===== config.mk =====
export PLATFORM = sky130hd
export DESIGN_NAME = regfile_wp_arbiter
export DESIGN_NICKNAME = d
export VERILOG_FILES = /design/src/rtl/regfile_wp_arbiter.sv
export SDC_FILE = /design/constraint.sdc
export NUM_CORES = 1
export LEC_CHECK = 0
export CORE_ASPECT_RATIO = 0.75
export CORE_MARGIN = 5
export CORE_UTILIZATION = 34
export CTS_BUF_LIST = sky130_fd_sc_hd__clkbuf_4 sky130_fd_sc_hd__clkbuf_8 sky130_fd_sc_hd__clkbuf_16
export CTS_CLUSTER_SIZE = 25
export DETAILED_ROUTE_END_ITERATION = 12
export PLACE_DENSITY = 0.81
export SLEW_MARGIN = 25
export SYNTH_ARGS = -nofsm -noshare
export SYNTH_HDL_FRONTEND = slang
export SYNTH_SLANG_ARGS = --single-unit

===== constraint.sdc =====
create_clock -name clk -period 1.7 [get_ports clk]
set_input_delay 0.255 -clock clk [delete_from_list [all_inputs] [get_ports clk]]
set_output_delay 0.255 -clock clk [all_outputs]
set_load 0.005 [all_outputs]

===== src/rtl/regfile_wp_arbiter.sv =====
// Purpose  : arbitrates ALU and load writebacks onto the single register-file write port.
// Latency  : a request accepted on edge N drives we3/wa3/wd3 in the cycle after edge N, unless rf_stall holds it.
// Backpress: one-entry hold register; readys drop while the entry is held and rf_stall is high.
//
// Ports
//   clk, rst_n                 sole clock (rising edge) and synchronous active-low reset
//   alu_valid/alu_wa/alu_wd    ALU writeback request; alu_ready marks acceptance
//   mem_valid/mem_wa/mem_wd    load writeback request;  mem_ready marks acceptance
//   rf_stall                   write port unavailable this cycle
//   we3/wa3/wd3                register-file write-port drive
//   pending[14:0]              one-hot of the register whose write is held, not yet committed
//   err_r15                    one-cycle pulse when a held write to r15 is dropped
//
// Build option: define REGFILE_WP_RR_EN for round-robin arbitration on contention;
// left undefined, the load path has fixed priority over the ALU path.

module regfile_wp_arbiter (
  input  logic        clk,
  input  logic        rst_n,
  input  logic        alu_valid,
  input  logic [3:0]  alu_wa,
  input  logic [31:0] alu_wd,
  output logic        alu_ready,
  input  logic        mem_valid,
  input  logic [3:0]  mem_wa,
  input  logic [31:0] mem_wd,
  output logic        mem_ready,
  input  logic        rf_stall,
  output logic        we3,
  output logic [3:0]  wa3,
  output logic [31:0] wd3,
  output logic [14:0] pending,
  output logic        err_r15
);

  // Held write: destination register and data.
  typedef struct packed {
    logic [3:0]  wa;
    logic [31:0] wd;
  } wr_req_t;

  localparam logic [3:0] R15 = 4'hF;

  logic    hold_v_q, hold_v_d;
  wr_req_t hold_q, hold_d;

  logic draining;
  logic can_acc;
  logic pick_mem;
  logic pick_alu;
  logic accept;
  logic hold_is_r15;

  // The entry leaves the hold register in any cycle the port is free, whether
  // it is actually written (normal register) or dropped (r15).
  assign draining    = hold_v_q & ~rf_stall;
  assign can_acc     = ~hold_v_q | draining;
  assign hold_is_r15 = (hold_q.wa == R15);

  // ---------------------------------------------------------------------------
  // Arbitration. pick_* says who would win if acceptance were possible; the
  // readys then qualify that with can_acc and reset.
  // ---------------------------------------------------------------------------
`ifdef REGFILE_WP_RR_EN
  // Last-grant flag: 1 = load path was granted most recently, 0 = ALU.
  logic last_mem_q, last_mem_d;

  // On contention the side not granted last wins; a lone requester always wins.
  assign pick_mem = mem_valid & (~alu_valid | ~last_mem_q);

  always_comb begin
    last_mem_d = last_mem_q;
    if (accept) begin
      last_mem_d = mem_ready;
    end
  end

  always_ff @(posedge clk) begin
    if (!rst_n) begin
      last_mem_q <= 1'b0;
    end else begin
      last_mem_q <= last_mem_d;
    end
  end
`else
  // Fixed priority: loads win over ALU results whenever both are present.
  assign pick_mem = mem_valid;
`endif

  assign pick_alu = alu_valid & ~pick_mem;

  // Readys are forced low while reset is asserted so nothing is seen as
  // accepted during a cycle whose edge is going to clear the hold register.
  assign mem_ready = rst_n & can_acc & pick_mem;
  assign alu_ready = rst_n & can_acc & pick_alu;
  assign accept    = mem_ready | alu_ready;

  // ---------------------------------------------------------------------------
  // Hold register next state. A new acceptance overwrites a draining entry in
  // the same edge, which is what sustains one write per cycle.
  // ---------------------------------------------------------------------------
  always_comb begin
    hold_v_d = hold_v_q;
    hold_d   = hold_q;
    if (mem_ready) begin
      hold_v_d = 1'b1;
      hold_d   = '{wa: mem_wa, wd: mem_wd};
    end else if (alu_ready) begin
      hold_v_d = 1'b1;
      hold_d   = '{wa: alu_wa, wd: alu_wd};
    end else if (draining) begin
      hold_v_d = 1'b0;
    end
  end

  always_ff @(posedge clk) begin
    if (!rst_n) begin
      hold_v_q <= 1'b0;
      hold_q   <= '0;
    end else begin
      hold_v_q <= hold_v_d;
      hold_q   <= hold_d;
    end
  end

  // ---------------------------------------------------------------------------
  // Write-port drive and status. All outputs are gated by rst_n so that a
  // held entry is never committed in the cycle reset is asserted.
  // ---------------------------------------------------------------------------
  assign we3     = rst_n & draining & ~hold_is_r15;
  assign err_r15 = rst_n & draining &  hold_is_r15;
  assign wa3     = hold_q.wa;
  assign wd3     = hold_q.wd;

  always_comb begin
    pending = '0;
    if (rst_n && hold_v_q && !hold_is_r15) begin
      pending = 15'd1 << hold_q.wa;
    end
  end

endmodule


==> flow_metrics.py <==
metrics = {
    "routing": {
        "drt_iter0_markers": 88,
        "route.detailed.drc": 0,
        "drt_wl_total_um": 6670,
        "wl_per_cell_um": 17.1,
        "viasPerCell": 5.17,
        "drtAntennaViolNets": 0,
        "vias": 2018,
        "drt_pass1_iterations": 4,
    },
    "clocking": {
        "clock_latency_ns": 0.29,
        "clockRootBuffer": "clkbuf_8",
        "clkTransAtPathRegs_ns": 0.07,
        "cts_hold_buf": 0,
        "cts_buffers": 5,
        "clock_sinks": 37,
        "h-tree-depth": 2,
        "cts_tree": "yes",
        "ctsLongestPathBuffers": 2,
    },
    "final_layout": {
        "antenna_cells": 0,
        "drive_gt1_share_pct": 27.3,
        "fillers": 383,
        "area_growth_pct": 98.4,
        "nNetsFinal": 406,
        "final_area_um2": 3490,
    },
    "worst_setup_path": {
        "worstPathCellList": "buf_6, nand4b_1, buf_4, buf_6, buf_6, nor2_4, buf_2",
        "worst-path-max-fanout": 2,
        "worstSetupPathType": "reg -> out",
        "cp.required_ns": 1.44,
        "cpLargestDelayFamily": "buffers and inverters",
        "critPathSlowestCell": "dfxtp_2",
        "r2r_cells": 7,
        "start_kind": "flop",
        "r2r-start": "hold_v_q$_SDFFE_PN0P_",
        "reg2reg_setup_slack_ns": 0.21,
        "cp-end-kind": "primary output",
        "crit_top_cell": "buf_6",
        "max_stage_delay_ns": 0.33,
        "rr_endpoint": "wa3[0]$_SDFFE_PN0P_",
        "arrival_ns": 1.56,
        "worst-path-buf-inv": 5,
    },
    "floorplan": {
        "start_util_pct": 35.5,
        "num_rows": 22,
        "core_area_um2": 4950,
        "die_y_um": 72.3,
        "io_pins": 132,
        "dieWidth_um": 93.1,
        "dieArea_um2": 6730,
    },
    "pwr": {
        "ir_drop_mv": 0.355,
        "p_leak_nw": 1.39,
        "sw_frac_of_total_pct": 24.5,
        "intPower_mw": 1.71,
        "p_switching_mw": 0.554,
        "powerDensity_nw_per_um2": 649,
        "seqPwrFrac_pct": 42.8,
        "power_frac_comb_pct": 29.0,
        "pwr-share-clk_pct": 28.2,
    },
    "global_routing": {
        "grt_overflow": 0,
        "grt_busiest_layer": "met2",
        "met3_usage_pct": 7.77,
        "gr-usage-met2_pct": 31.8,
        "grtUsageTotal_pct": 18.7,
        "antenna_found_initial": 0,
        "grt_pass1_vias": 2012,
        "grt_max_degree": 27,
        "grt_pass1_wl_um": 9880,
        "met1_usage_pct": 21.4,
    },
    "timing": {
        "fin_setup_tns_ns": -0.185,
        "finalHoldViolCount": 0,
        "clock.fmax_mhz": 552,
        "fin_ws_ns": -0.111,
        "fin_skew_ns": 0.00502,
        "slew_headroom_pct": 81.9,
        "report.final.slew_viol_count": 0,
        "worst_pin_slew_ns": 0.271,
        "setup_violations": 3,
        "rsz0062_at_grt": "true",
        "period_needed_ns": 1.81,
        "fin_crit_sh_pct": 107,
    },
    "yosys": {
        "synth_warnings": 0,
        "synth_cell_types": 25,
        "synth.avg_cell_area_um2": 10.6,
        "postSynthCellCount": 166,
        "synth-seq-area-share_pct": 42.1,
        "netlist_area_um2": 1760,
        "synth_nets": 243,
        "ys_seq_elements": 37,
    },
    "placed_design": {
        "place_worst_setup_slack_ns": -0.421,
        "io_buffers": 131,
        "routabilityCongestion": 0.842,
        "hpwl_um": 4860,
        "dpl_cell_area_um2": 3260,
    },
    "status": {
        "status": "finished with violations",
        "violations": "negative setup slack",
    },
    "min_path": {
        "hold_depth": 2,
        "hp-class": "reg -> reg",
        "min_to": "wd3[10]$_SDFFE_PN0P_",
        "holdCritStartpoint": "wd3[10]$_SDFFE_PN0P_",
    },
    "run": {
        "cap_violations": 0,
    },
}
-- cell type report --
type	count	area, um^2	share of cell area [%]
Multi-Input combinational cell	112	953	27.3
Clock buffer	8	91.3	2.62
Timing Repair Buffer	173	1620	46.5
Sequential cell	37	746	21.4
Tap cell	60	75.1	2.15
-- repair_timing --
| item | CTS | global route |
|---|---|---|
| buffers inserted | 12 | 6 |
| resized for setup | 55 | 26 |
| pin swaps | 11 | 7 |
| setup endpoints to repair | 19 | 12 |
-- registers in the layout, summed over array words and instances, names as in the netlist --
register	count
wa3	4
hold_v_q	1
wd3	32
-- worst max-delay path by stage --
stage / from / endpoint / slack [ns] / cells past startpoint
final: wa3[2]$_SDFFE_PN0P_ / pending[10] / -0.11 / 7
after global routing: wa3[2]$_SDFFE_PN0P_ / pending[10] / -0.16 / 7
after CTS: wa3[2]$_SDFFE_PN0P_ / pending[10] / -0.05 / 7
after detailed placement: rst_n / pending[0] / -0.42 / 5
after global placement: rst_n / pending[0] / -0.40 / 5
after floorplan: hold_v_q$_SDFFE_PN0P_ / pending[0] / 0.40 / 3
-- cell usage after synthesis --
master / number / share of area (%)
and2_1: 1 / 0.36
clkbuf_1: 4 / 0.85
o21a_1: 35 / 15
dfxtp_1: 37 / 42
o221a_1: 29 / 19
a21boi_0: 1 / 0.43
o21ai_0: 1 / 0.28
nor2b_1: 1 / 0.36
nand4b_1: 2 / 1.0
buf_4: 3 / 1.3
a21bo_2: 1 / 0.57
nand4_1: 1 / 0.36
nor3_1: 6 / 1.7
nand2_2: 1 / 0.36
nor2_1: 13 / 2.8
a21boi_4: 1 / 1.1
buf_2: 4 / 1.1
nor2b_4: 1 / 0.78
buf_6: 6 / 3.8
nand2b_1: 2 / 0.71
o2bb2ai_1: 1 / 0.50
nand2_1: 7 / 1.5
o221a_2: 6 / 3.8
or3_1: 1 / 0.36
and3_1: 1 / 0.36
-- per-layer routing --
layer / up-vias / share of wire [%]
met2: 89 / 47
met4: 0 / 2.5
met5: - / 0
met3: 15 / 9.2
met1: 941 / 41
li1: 973 / -
-- power groups by stage --
stage	clock, mW	sequential (mW)	combinational (mW)
2_1_floorplan	0	0.995	0.213
3_3_place_gp	0	0.985	0.621
3_5_place_dp	0	0.986	0.628
4_1_cts	0.653	0.969	0.641
5_1_grt	0.702	0.977	0.699
6_report	0.637	0.970	0.657
-- layout by cell type, fill, tap and decap left out, types with 2 or more instances in the layout --
master,count
o221a_1,29
dfxtp_1,33
o221a_2,6
nor2_4,3
dlygate4sd2_1,7
nor3_2,5
buf_12,4
nand2b_1,2
clkbuf_8,5
buf_4,31
clkbuf_4,3
o21a_1,35
nor2_2,2
clkbuf_2,8
nand2_1,6
dfxtp_2,4
buf_2,6
buf_6,7
nor2_1,8
clkdlybuf4s50_1,110
nand2_2,2
nand4b_1,2
-- stage by stage --
step	total power [mW]	std cells	utilization [%]	hold slack, ns
after global routing	2.38	390	70.4	0.509
final	2.26	390	70.4	0.461
after detailed placement	1.61	365	65.8	0.451
after CTS	2.26	385	69.4	0.461
after global placement	1.61	365	65.8	0.440
after floorplan	1.21	166	-	0.429
-- worst reg2reg max path, stage by stage (launching register included) --
cell and delay, ns:
dfxtp_2 0.33, buf_6 0.13, buf_4 0.14, a21boi_4 0.12, buf_4 0.13, nor2b_4 0.19
buf_12 0.19, o221a_1 0.20
-- cells by family after synthesis --
family	synth area share, %
flops	42.1
buf+inv	7.11
compound gates	40.2
simple gates	10.6
(Power assumes the default switching activity.)
